## src/rtl/pingpong_bank_ctrl.sv

```systemverilog
// pingpong_bank_ctrl: N-bank ping-pong buffer between two layer engines.
// Producer fills banks round-robin; consumer drains closed banks in order.
module pingpong_bank_ctrl #(
    parameter int DATA_W    = 64,
    parameter int ADDR_W    = 12,
    parameter int NUM_BANKS = 2,
    parameter int RD_LAT    = 1
) (
    input  logic                              clk,
    input  logic                              rst_n,
    input  logic                              wr_valid,
    output logic                              wr_ready,
    input  logic [DATA_W-1:0]                 wr_data,
    input  logic                              wr_last,
    output logic                              rd_avail,
    output logic [ADDR_W:0]                   rd_len,
    input  logic                              rd_en,
    input  logic [ADDR_W-1:0]                 rd_addr,
    output logic [DATA_W-1:0]                 rd_data,
    output logic                              rd_data_valid,
    input  logic                              rd_done,
    output logic [$clog2(NUM_BANKS+1)-1:0]    banks_full,
    output logic                              overflow,
    output logic [NUM_BANKS-1:0]              bram_wea,
    output logic [ADDR_W-1:0]                 bram_addra,
    output logic [DATA_W-1:0]                 bram_dina,
    output logic [ADDR_W-1:0]                 bram_addrb,
    input  logic [NUM_BANKS*DATA_W-1:0]       bram_doutb
);
    localparam int IW = $clog2(NUM_BANKS);
    localparam int BW = $clog2(NUM_BANKS + 1);
    localparam logic [IW-1:0] LAST_B = IW'(NUM_BANKS - 1);

    typedef enum logic [1:0] {
        EMPTY,
        FILLING,
        FULL,
        DRAINING
    } bank_st_t;

    bank_st_t          st   [NUM_BANKS];
    logic [ADDR_W:0]   len  [NUM_BANKS];
    logic [IW-1:0]     wb;
    logic [IW-1:0]     rb;
    logic [ADDR_W-1:0] wcnt;
    logic [RD_LAT-1:0] vpipe;
    logic [IW-1:0]     ipipe [RD_LAT];
    logic              wr_fire;
    logic              wr_close;
    logic              rd_fire;
    logic              rel;

    function automatic logic [IW-1:0] nxt(input logic [IW-1:0] i);
        return (i == LAST_B) ? '0 : i + 1'b1;
    endfunction

    assign wr_ready = (st[wb] == EMPTY) || (st[wb] == FILLING);
    assign wr_fire  = wr_valid & wr_ready;
    assign wr_close = wr_fire & (wr_last | (&wcnt));

    // A just-closed bank is held back until its final registered write lands
    assign rd_avail = (st[rb] == DRAINING) ||
                      ((st[rb] == FULL) && !bram_wea[rb]);
    assign rd_fire  = rd_en & rd_avail;
    assign rel      = rd_done & rd_avail;
    assign rd_len   = len[rb];

    assign bram_addrb    = rd_fire ? rd_addr : '0;
    assign rd_data_valid = vpipe[RD_LAT-1];
    assign rd_data       = rd_data_valid ?
        bram_doutb[int'(ipipe[RD_LAT-1])*DATA_W +: DATA_W] : '0;

    always_comb begin
        banks_full = '0;
        for (int k = 0; k < NUM_BANKS; k++) begin
            if (st[k] == FULL || st[k] == DRAINING)
                banks_full = banks_full + BW'(1);
        end
    end

    always_ff @(posedge clk or negedge rst_n) begin
        if (!rst_n) begin
            wb         <= '0;
            wcnt       <= '0;
            overflow   <= 1'b0;
            bram_wea   <= '0;
            bram_addra <= '0;
            bram_dina  <= '0;
        end else begin
            bram_wea <= '0;
            if (wr_fire) begin
                bram_wea   <= {{(NUM_BANKS-1){1'b0}}, 1'b1} << wb;
                bram_addra <= wcnt;
                bram_dina  <= wr_data;
                wcnt       <= wr_close ? '0 : wcnt + 1'b1;
                if (wr_close)
                    wb <= nxt(wb);
                if (wr_close && !wr_last)
                    overflow <= 1'b1;
            end
        end
    end

    always_ff @(posedge clk or negedge rst_n) begin
        if (!rst_n) begin
            rb <= '0;
            for (int k = 0; k < NUM_BANKS; k++) begin
                st[k]  <= EMPTY;
                len[k] <= '0;
            end
        end else begin
            if (wr_fire) begin
                st[wb] <= wr_close ? FULL : FILLING;
                if (wr_close)
                    len[wb] <= {1'b0, wcnt} + 1'b1;
            end
            if (rel) begin
                st[rb] <= EMPTY;
                rb     <= nxt(rb);
            end else if (rd_avail && st[rb] == FULL) begin
                st[rb] <= DRAINING;
            end
        end
    end

    // Bank index travels with each read so in-flight reads survive a release
    always_ff @(posedge clk or negedge rst_n) begin
        if (!rst_n) begin
            vpipe <= '0;
            for (int i = 0; i < RD_LAT; i++)
                ipipe[i] <= '0;
        end else begin
            vpipe[0] <= rd_fire;
            ipipe[0] <= rb;
            for (int i = 1; i < RD_LAT; i++) begin
                vpipe[i] <= vpipe[i-1];
                ipipe[i] <= ipipe[i-1];
            end
        end
    end

endmodule

```

## config.mk

```make
export PLATFORM = sky130hd
export DESIGN_NAME = pingpong_bank_ctrl
export DESIGN_NICKNAME = d
export VERILOG_FILES = /design/src/rtl/pingpong_bank_ctrl.sv
export SDC_FILE = /design/constraint.sdc
export NUM_CORES = 1
export LEC_CHECK = 0
export BUFFER_PORTS_ARGS = -buffer_cell sky130_fd_sc_hd__clkbuf_2
export CORE_ASPECT_RATIO = 1.75
export CORE_MARGIN = 3
export CORE_UTILIZATION = 30
export DETAILED_ROUTE_END_ITERATION = 8
export PLACE_DENSITY = 0.57
export RECOVER_POWER = 100
export SETUP_SLACK_MARGIN = 0.4
export SLEW_MARGIN = 10
export SYNTH_ARGS = -nofsm -noshare
export SYNTH_HDL_FRONTEND = slang
export SYNTH_SLANG_ARGS = --single-unit
```

## constraint.sdc

```tcl
create_clock -name clk -period 2.5 [get_ports clk]
set_input_delay 0.375 -clock clk [delete_from_list [all_inputs] [get_ports clk]]
set_output_delay 0.375 -clock clk [all_outputs]
set_load 0.005 [all_outputs]
```

==> key figures, run 1 <==
Yosys
  – Yosys top cell by area: dfrtp_1
  – EDFF count, synth: 0
  – Synth top area share: 0.4827
  – Post-synth net total: just under 900
  – Synth top area cells: dfrtp_1 48%, nand2_1 14%, mux2i_1 10%
  – Synth Cell Area: 6480 µm²
  – Seq/Total Area, Yosys: 0.4827
  – Ys async rst share: 1.000
  – Number of synthesized register bits: roughly 130
  – Synth Flop Type: dfrtp_1
  – Yosys warnings: 0
  – Count of different cell masters after synthesis: 46
  – Commonest cells in the netlist: 234 x nand2_1, 125 x dfrtp_1, 66 x nor2b_1
  – Cell with the most instances after synthesis: nand2_1
  – Synth Area per Inst: 9.515 µm²
  – Syn Inst Count: 681

Clock tree
  – # H-tree levels: 4
  – Clock Path Buffers: 2
  – CTS Buf Count: 17
  – Clock Tree Root: clkbuf_16
  – Clock sink count: about 130
  – CTS tree: yes
  – Clock Pin Slew Worst Setup and Hold Paths: 0.06 ns
  – Clk_lat worst skew: slightly above 0.4 ns

Global route
  – Largest net degree at the start of global routing: 49
  – Remaining global-route overflow: 0
  – Vias in the first global route: roughly 6200
  – GRT Util Overall: 0.1807
  – First-pass GRT wire length: 32730 µm
  – Antenna violations before repair: 0

Setup path
  – RR Startpoint: wcnt[0]
  – WP data required: roughly 2.1 ns
  – Max stage delay on crit path: roughly 0.45 ns
  – Crit path max-delay family: flip-flops
  – R2r setup slk: approximately 0.4 ns
  – CP cell instances: o211ai_1, a21boi_0, buf_4, and2_1, clkbuf_1
  – Worst EP arrival: ~1.8 ns
  – Crit path buffers/inverters: 2
  – Crit Path Category: register to primary output
  – Critical path capture point type: primary output
  – Nature of the critical path startpoint: register
  – Source of the critical timing path: st[1]
  – Crit path max fanout: 7
  – CP max-delay cell: dfrtp_1

Route
  – Via count: ~6000
  – Total Wirelength: ~22000 µm
  – Vias/cell: ~4.4
  – Initial DRC count: between 200 and 250
  – Final ANT Viol Nets: 0
  – Remaining DRCs: 0
  – DRT Pass-1 Iters: 4
  – Wire per inst: roughly 16 µm

Layout
  – Post-layout util: 0.4343
  – Ant diodes: 0
  – Layout cells sized above 1: 0.3352
  – Area grow syn2layout: 41.48%
  – # nets final: 1273
  – Final std cells w/o fill: 1362
  – Fill count: roughly 2200

Power and ir drop
  – Internal power: between 6 and 7 mW
  – Logic pwr share: 0.397
  – Power share of the sequential group: 0.340
  – PD cells: approximately 1000 nW/µm²
  – Leak Pwr: 5.032 nW
  – Switch Pwr: roughly 3.5 mW
  – Clk pwr share: 0.263
  – Largest vdd supply drop: 0.5734 mV
  – Switching fraction of total power: 0.3650

Placed design
  – IO buf count: roughly 380
  – Gpl congestion: 0.7821
  – Final HPWL DP: approximately 18000 µm
  – Cell Count Post-Placement: roughly 1300

Die
  – Core area: approximately 21000 µm²
  – Row cnt: 70
  – IO Pins: 383
  – Initial Util: 0.3070
  – Die width: 117.1 µm
  – DIE HEIGHT: 200.4 µm
  – Die area: between 20000 and 25000 µm²

STA
  – Fmax: 0.4633 GHz
  – Slew @ Worst Pin: 0.8607 ns
  – Final Max Tran Viols: 0
  – Clk_skew: between 0.008 and 0.009 ns
  – Setup TNS: 0 ns
  – Crit share post-route: 0.8635
  – RSZ-0062 raised after global routing: true
  – Final Hold Viols: 0
  – Min Hold Slack: between 0.1 and 0.15 ns
  – Slew headroom: 0.4262
  – Tmin final: around 2.2 ns
  – Final setup violation count: 0

Worst hold path
  – HP Start: wr_data[49]
  – Hold WC Path Type: input pin to register

Run
  – MaxCap Viol Count: 0

Status
  – Status: finished, final reports clean
-- flip-flops by register name (all words and copies together), names as in the netlist --
register       flops
bram_addra        12
rd_data_valid      1
bram_wea           2
len               26
wcnt              12
overflow           1
bram_dina         64
ipipe              1
wb                 1
st                 4
rb                 1
-- final cells by class --
type	count	area, µm²	share of cell area
repair buffers	409	1981	0.2161
clock inverters	12	143.9	0.01570
inverters	7	26.28	0.002866
flip-flops and latches	125	3136	0.3420
multi-input cells	501	3064	0.3342
clock buffers	20	456.7	0.04982
well taps	288	360.3	0.03931
-- routing by layer --
layer,GRT usage,vias to the layer above,wire length [µm]
met1,0.1853,2763,7679
met4,0.04879,0,263
met2,0.3341,278,11570
met5,0,-,0
met3,0.06757,17,2425
li1,-,2978,-
-- metrics by stage --
| step | instance area (µm²) | setup WS [ns] | total power [mW] |
|---|---|---|---|
| 2_1_floorplan | 6480 | 0.6018 | 5.343 |
| 3_3_place_gp | 8716 | 0.4314 | 7.165 |
| 3_5_place_dp | 8716 | 0.3923 | 7.222 |
| 4_1_cts | 9356 | 0.3922 | 9.833 |
| 5_1_grt | 9168 | 0.1825 | 10.19 |
| 6_report | 9168 | 0.3413 | 9.484 |
-- what timing repair did --
action | 4_1_cts | 5_1_grt
gates cloned | 0 | 1
resized for setup | 2 | 9
endpoints found under the hold margin | 31 | 0
setup endpoints to repair | 52 | 35
hold buffers | 1 | 0
pin swaps | 0 | 1
buffers inserted | 3 | 2
-- path summary, 6_finish.rpt --
| check | endpoint | cells past startpoint |
|---|---|---|
| max in group asynchronous | ipipe | 3 |
| worst max-delay path | bram_addrb[3] | 5 |
| worst max register to register | len[1] | 6 |
| min in group asynchronous | bram_dina[31] | 2 |
| worst min-delay path | bram_dina[49] | 3 |
| worst min register to register | bram_dina[63] | 2 |
-- power groups by stage --
stage               clock, mW  sequential (mW)  combinational [mW]
floorplan                   0             3.12                2.22
global placement            0             3.28                3.88
detailed placement          0             3.28                3.94
CTS                      2.56             3.24                4.04
global route             2.64             3.33                4.22
finish                   2.50             3.22                3.76
-- placed cells by master (no fill, tap or decap), types with 2 or more instances in the layout --
cell,n
clkbuf_2,286
nand2_1,233
dfrtp_1,123
clkbuf_1,103
nor2b_1,66
mux2i_1,65
mux2_1,19
clkbuf_16,17
mux2_2,15
buf_4,14
o21ai_0,13
and2_1,12
a22o_1,8
inv_1,7
xnor2_1,7
nand3_1,6
clkinv_2,6
nor3_1,5
and3_1,4
o31ai_1,4
o22a_1,4
nor3b_1,3
and2_0,3
bufinv_16,3
nor2_1,2
nor2_2,2
a211oi_1,2
nand3b_1,2
o21a_1,2
a311o_1,2
a21oi_1,2
xor2_1,2
ha_1,2
clkbuf_8,2
clkinvlp_4,2
dfrtp_4,2
buf_1,2
-- logic make-up (layout without fill, tap and decap cells) --
| kind of cell | count (synthesis) | after routing | share of synthesized area |
|---|---|---|---|
| fa+ha+maj | 2 | 2 | 0.003861 |
| simple gates | 346 | 346 | 0.2441 |
| xor+xnor | 9 | 9 | 0.01217 |
| compound gates | 45 | 45 | 0.05271 |
| mux | 99 | 99 | 0.1641 |
| flops | 125 | 125 | 0.4827 |
| buf+inv | 55 | 448 | 0.04036 |
-- worst reg2reg max path, delay by kind of cell (launching register included) --
kind            cells  cell delay (ns)
mux                 1             0.36
simple gates        2             0.50
fa+ha+maj           1             0.27
flops               1             0.42
compound gates      1             0.22
buf+inv             1             0.21
Note: power is estimated with default switching activity, not from simulation.
==> run 2: changes to the inputs <==
--- a/config.mk
+++ b/config.mk
@@ -5,12 +5,12 @@
 export SDC_FILE = /design/constraint.sdc
 export NUM_CORES = 1
 export LEC_CHECK = 0
-export BUFFER_PORTS_ARGS = -buffer_cell sky130_fd_sc_hd__clkbuf_2
 export CORE_ASPECT_RATIO = 1.75
 export CORE_MARGIN = 3
 export CORE_UTILIZATION = 30
 export DETAILED_ROUTE_END_ITERATION = 8
-export PLACE_DENSITY = 0.57
+export DONT_BUFFER_PORTS = 1
+export PLACE_DENSITY = 0.42
 export RECOVER_POWER = 100
 export SETUP_SLACK_MARGIN = 0.4
 export SLEW_MARGIN = 10
==> key figures, run 2 (synthesis results as in run 1) <==
Clock tree
  – # H-tree levels: 4
  – Clk_lat worst skew: approximately 0.42 ns
  – CTS tree: yes
  – Clock sink count: ~130
  – Clock Pin Slew Worst Setup and Hold Paths: about 0.06 ns
  – Clock Tree Root: clkbuf_16
  – Clock Path Buffers: 2
  – CTS Buf Count: 17

Setup path
  – Max stage delay on crit path: between 0.5 and 0.6 ns
  – Worst EP arrival: ~1.8 ns
  – Cell mode on critical path: buf_4
  – Critical path capture point type: primary output
  – R2r setup slk: approximately 0.32 ns
  – WP data required: between 2 and 2.5 ns
  – Crit Path Category: register to primary output
  – CP cell instances: buf_4, mux2i_1, nor2b_1, buf_4
  – Crit path max-delay family: flip-flops
  – Crit path max fanout: 9
  – CP max-delay cell: dfrtp_4
  – Crit path buffers/inverters: 2
  – Nature of the critical path startpoint: register

Route
  – Vias/cell: 4.867
  – Total Wirelength: ~23000 µm
  – DRT Pass-1 Iters: 4
  – Via count: 4784
  – Remaining DRCs: 0
  – Wire per inst: 23.54 µm
  – Initial DRC count: between 200 and 250
  – Final ANT Viol Nets: 0

Layout
  – Final std cells w/o fill: roughly 980
  – Layout cells sized above 1: 0.1281
  – Number of flip-flops in the largest register: between 60 and 70
  – Ant diodes: 0
  – # nets final: 894
  – Top flop regs: bram_dina x64, len x26
  – Most frequent cells in the layout: 233 x nand2_1, 122 x dfrtp_1, 65 x mux2i_1
  – Area grow syn2layout: 14.87%
  – Commonest non-fill, non-tap cell in the layout: nand2_1
  – Top reg by flops: bram_dina

STA
  – Slew @ Worst Pin: 0.6961 ns
  – Final Max Tran Viols: 0
  – Slew headroom: 0.5343
  – Fmax: 0.4541 GHz
  – Min Hold Slack: -0.3500 ns
  – Final setup violation count: 0
  – Final Hold Viols: approximately 130
  – Setup TNS: 0 ns
  – Clk_skew: around 0.008 ns
  – RSZ-0062 raised after global routing: true
  – Crit share post-route: 0.8809
  – Tmin final: around 2.2 ns

Die
  – IO Pins: 383
  – Initial Util: 0.3070
  – Die area: around 23000 µm²
  – Row cnt: 70
  – DIE HEIGHT: 200.4 µm
  – Die width: ~120 µm
  – Core area: 21110 µm²

Run
  – MaxCap Viol Count: 0

Status
  – Failing checks: hold timing
  – Status: finished with violations

Global route
  – Remaining global-route overflow: 0
  – Vias in the first global route: ~5200
  – GRT Util Overall: 0.1940
  – Antenna violations before repair: 0
  – Largest net degree at the start of global routing: 126
  – First-pass GRT wire length: approximately 33000 µm

Placed design
  – Gpl congestion: about 0.82
  – Final HPWL DP: around 18000 µm
  – IO buf count: 0
  – Cell Count Post-Placement: 940

Worst hold path
  – Hold WC Path Type: input pin to async pin

Power and ir drop
  – Leak Pwr: 3.728 nW
  – Largest vdd supply drop: 0.5601 mV
  – PD cells: between 1000 and 1500 nW/µm²
==> run 2: cell types whose count changed in the layout (fill, tap and decap cells not counted), sizes merged <==
cell,previous run,this run
dlygate4sd3,1,0
clkbuf,409,22
clkinvlp,2,4
bufinv,3,2
inv,7,9
clkinv,7,5
buf,19,27
==> run 2: final timing paths <==
kind	start	depth (start not counted)	to
max	ipipe	4	rd_data[32]
min	rst_n	0	bram_dina[28]
max in group asynchronous	rst_n	0	wcnt[0]
min reg2reg	len[11]	1	len[11]
min in group clk	wr_data[5]	2	bram_dina[5]
max reg2reg	wcnt[4]	5	len[9]
==> run 2: power breakdown <==
part	total [mW]	internal [mW]	switching (mW)
clock	2.47	1.52	0.946
combinational	2.99	1.23	1.76
sequential	3.36	2.72	0.639
total	8.82	5.47	3.34
==> run 2: cell type report <==
| class | count | area, µm² |
|---|---|---|
| clock buffers | 19 | 452.9 |
| repair buffers | 30 | 255.2 |
| flip-flops and latches | 125 | 3134 |
| fillers | 2122 | 13660 |
| clock inverters | 13 | 140.1 |
| inverters | 7 | 26.28 |
| well taps | 288 | 360.3 |
| multi-input cells | 501 | 3074 |
==> run 2: timing repair <==
| action | in CTS | in global routing |
|---|---|---|
| pin swaps | 0 | 2 |
| hold endpoints to repair | 125 | 125 |
| endpoints found under the setup margin | 134 | 84 |
| buffers inserted | 4 | 7 |
| gates resized for setup | 20 | 21 |
==> run 2: metrics by stage <==
stage / hold slack (ns) / setup WS (ns) / power [mW] / utilization / instance area [µm²]
2_1_floorplan: 0.07941 / 0.6018 / 5.343 / - / 6480
3_3_place_gp: 0.08345 / 0.2367 / 6.238 / 0.3206 / 6768
3_5_place_dp: 0.08297 / 0.2310 / 6.314 / 0.3206 / 6768
4_1_cts: -0.3680 / 0.3394 / 8.987 / 0.3534 / 7460
5_1_grt: -0.3768 / 0.1744 / 9.488 / 0.3526 / 7443
6_report: -0.3500 / 0.2977 / 8.817 / 0.3526 / 7443
==> run 2: routing by layer <==
metal	wire, µm	vias up	GRT usage
met4	213	0	0.04059
met1	7746	2269	0.1879
met5	0	-	0
met3	3272	15	0.1261
li1	-	2222	-
met2	11900	278	0.3404
==> run 3: changes to the inputs <==
--- a/config.mk
+++ b/config.mk
@@ -5,12 +5,14 @@
 export SDC_FILE = /design/constraint.sdc
 export NUM_CORES = 1
 export LEC_CHECK = 0
+export CELL_PAD_IN_SITES_DETAIL_PLACEMENT = 2
+export CELL_PAD_IN_SITES_GLOBAL_PLACEMENT = 2
 export CORE_ASPECT_RATIO = 1.75
 export CORE_MARGIN = 3
 export CORE_UTILIZATION = 30
 export DETAILED_ROUTE_END_ITERATION = 8
 export DONT_BUFFER_PORTS = 1
-export PLACE_DENSITY = 0.42
+export PLACE_DENSITY = 0.68
 export RECOVER_POWER = 100
 export SETUP_SLACK_MARGIN = 0.4
 export SLEW_MARGIN = 10
==> key figures, run 3 (synthesis results as in run 1) <==
Status
  – Status: finished with violations
  – Failing checks: hold timing

Layout
  – Number of flip-flops in the largest register: between 60 and 70
  – Commonest non-fill, non-tap cell in the layout: nand2_1
  – Most frequent cells in the layout: 234 x nand2_1, 124 x dfrtp_1, 63 x mux2i_1
  – Area grow syn2layout: 18.38%
  – Register area: roughly 3100 µm²
  – # nets final: 900
  – Layout cells sized above 1: 0.1555
  – Fill count: 2311
  – Top reg by flops: bram_dina
  – Multi-input gate area: approximately 3200 µm²
  – Top flop regs: bram_dina x64, len x26

Power and ir drop
  – Logic pwr share: 0.354
  – Clk pwr share: 0.281
  – PD cells: 1212 nW/µm²
  – Largest vdd supply drop: between 0.5 and 0.6 mV
  – Switching fraction of total power: 0.3723
  – Switch Pwr: ~3.5 mW
  – Leak Pwr: ~3.8 nW
  – Internal power: between 5 and 6 mW
  – Power share of the sequential group: 0.364

STA
  – Setup TNS: 0 ns
  – Crit share post-route: 0.8799
  – Final setup violation count: 0
  – Slew headroom: 0.5958
  – Clk_skew: about 0.0067 ns
  – Final Max Tran Viols: 0
  – Final Hold Viols: 125
  – Slew @ Worst Pin: roughly 0.60 ns
  – RSZ-0062 raised after global routing: true
  – Fmax: approximately 0.45 GHz
  – Min Hold Slack: -0.3457 ns
  – Tmin final: about 2.2 ns

Setup path
  – Nature of the critical path startpoint: register
  – CP cell instances: buf_6, mux2i_1, nor2b_2, buf_4
  – Crit Path Category: register to primary output
  – CP max-delay cell: dfrtp_1
  – Critical path capture point type: primary output
  – Source of the critical timing path: ipipe
  – Worst EP arrival: ~1.8 ns
  – Max stage delay on crit path: roughly 0.62 ns
  – RR Startpoint: wcnt[0]
  – WP data required: 2.12 ns
  – Crit path max fanout: 7

Global route
  – Vias in the first global route: roughly 5900
  – GRT Util Overall: 0.2137
  – First-pass GRT wire length: around 36000 µm
  – Remaining global-route overflow: 0
  – Largest net degree at the start of global routing: between 100 and 150
  – Antenna violations before repair: 4

Clock tree
  – CTS Buf Count: 17
  – Clk_lat worst skew: around 0.4 ns
  – # H-tree levels: 4
  – Clock sink count: 125
  – Clock Tree Root: clkbuf_16
  – Clock Path Buffers: 2
  – CTS tree: yes
  – Clock Pin Slew Worst Setup and Hold Paths: about 0.060 ns

Route
  – Initial DRC count: between 100 and 150
  – DRT Pass-1 Iters: 4
  – Vias/cell: about 5.1
  – Wire per inst: roughly 26 µm
  – Final ANT Viol Nets: 0
  – Remaining DRCs: 0
  – Via count: ~5000
  – Total Wirelength: around 26000 µm

Worst hold path
  – Hold WC Path Type: input pin to async pin

Die
  – Die area: around 23000 µm²
  – Initial Util: 0.3070
  – Die width: 117.1 µm
  – Row cnt: 70
  – IO Pins: 383
  – Core area: 21110 µm²
  – DIE HEIGHT: 200.4 µm

Placed design
  – IO buf count: 0
  – Gpl congestion: about 0.84
  – Final HPWL DP: 20330 µm

Run
  – MaxCap Viol Count: 0
==> run 3: critical path, delay by kind of cell, from the launching register on <==
family	cells	cell delay, ns
AND/OR/NAND/NOR	1	0.28
buffers and inverters	2	0.39
flip-flops	1	0.62
multiplexers	1	0.10
==> run 3: final timing paths <==
check	endpoint	slack, ns	depth (start not counted)
max	rd_data[39]	0.30	4
min	bram_dina[38]	-0.35	0
max reg2reg	len[21]	0.34	6
min reg2reg	len[14]	0.49	1
max in group asynchronous	wcnt[0]	2.66	0
min in group clk	bram_dina[40]	0.07	2
==> run 3: cell type report <==
type | count | share of cell area
clock buffer | 20 | 0.05953
multi-input combinational | 501 | 0.4118
timing repair buffer | 36 | 0.04714
antenna | 4 | 0.001305
inverter | 7 | 0.003425
sequential | 125 | 0.4079
tap | 288 | 0.04697
clock inverter | 12 | 0.02186
==> run 3: power groups by stage <==
| stage | Clock, mW | Combinational, mW | Sequential [mW] |
|---|---|---|---|
| after floorplan | 0 | 2.22 | 3.12 |
| after global placement | 0 | 2.72 | 3.51 |
| after detailed placement | 0 | 2.90 | 3.53 |
| after CTS | 2.69 | 3.24 | 3.41 |
| after global routing | 2.78 | 3.66 | 3.49 |
| final | 2.62 | 3.29 | 3.39 |
==> run 3: per-stage QoR <==
stage	utilization	instances	worst slack, ns	instance area (µm²)	power [mW]
3_5_place_dp	0.3235	948	0.2626	6828	6.434
6_report	0.3634	993	0.3002	7671	9.294
4_1_cts	0.3598	985	0.3456	7594	9.341
2_1_floorplan	-	681	0.6018	6480	5.343
5_1_grt	0.3634	993	0.1613	7671	9.930
3_3_place_gp	0.3235	948	0.3972	6828	6.229
==> run 3: routing by layer <==
| layer | global-route usage | vias to the layer above | routed length (µm) |
|---|---|---|---|
| met2 | 0.3866 | 283 | 13640 |
| met3 | 0.1071 | 33 | 3068 |
| met5 | 0 | - | 0 |
| li1 | - | 2234 | - |
| met1 | 0.1975 | 2533 | 8198 |
| met4 | 0.08405 | 0 | 829 |
==> run 3: timing repair <==
action	in CTS	in global routing
buffers inserted	5	3
setup endpoints to repair	74	116
cloned	0	1
hold endpoints to repair	125	125
resized for setup	26	30
pin swaps	0	1
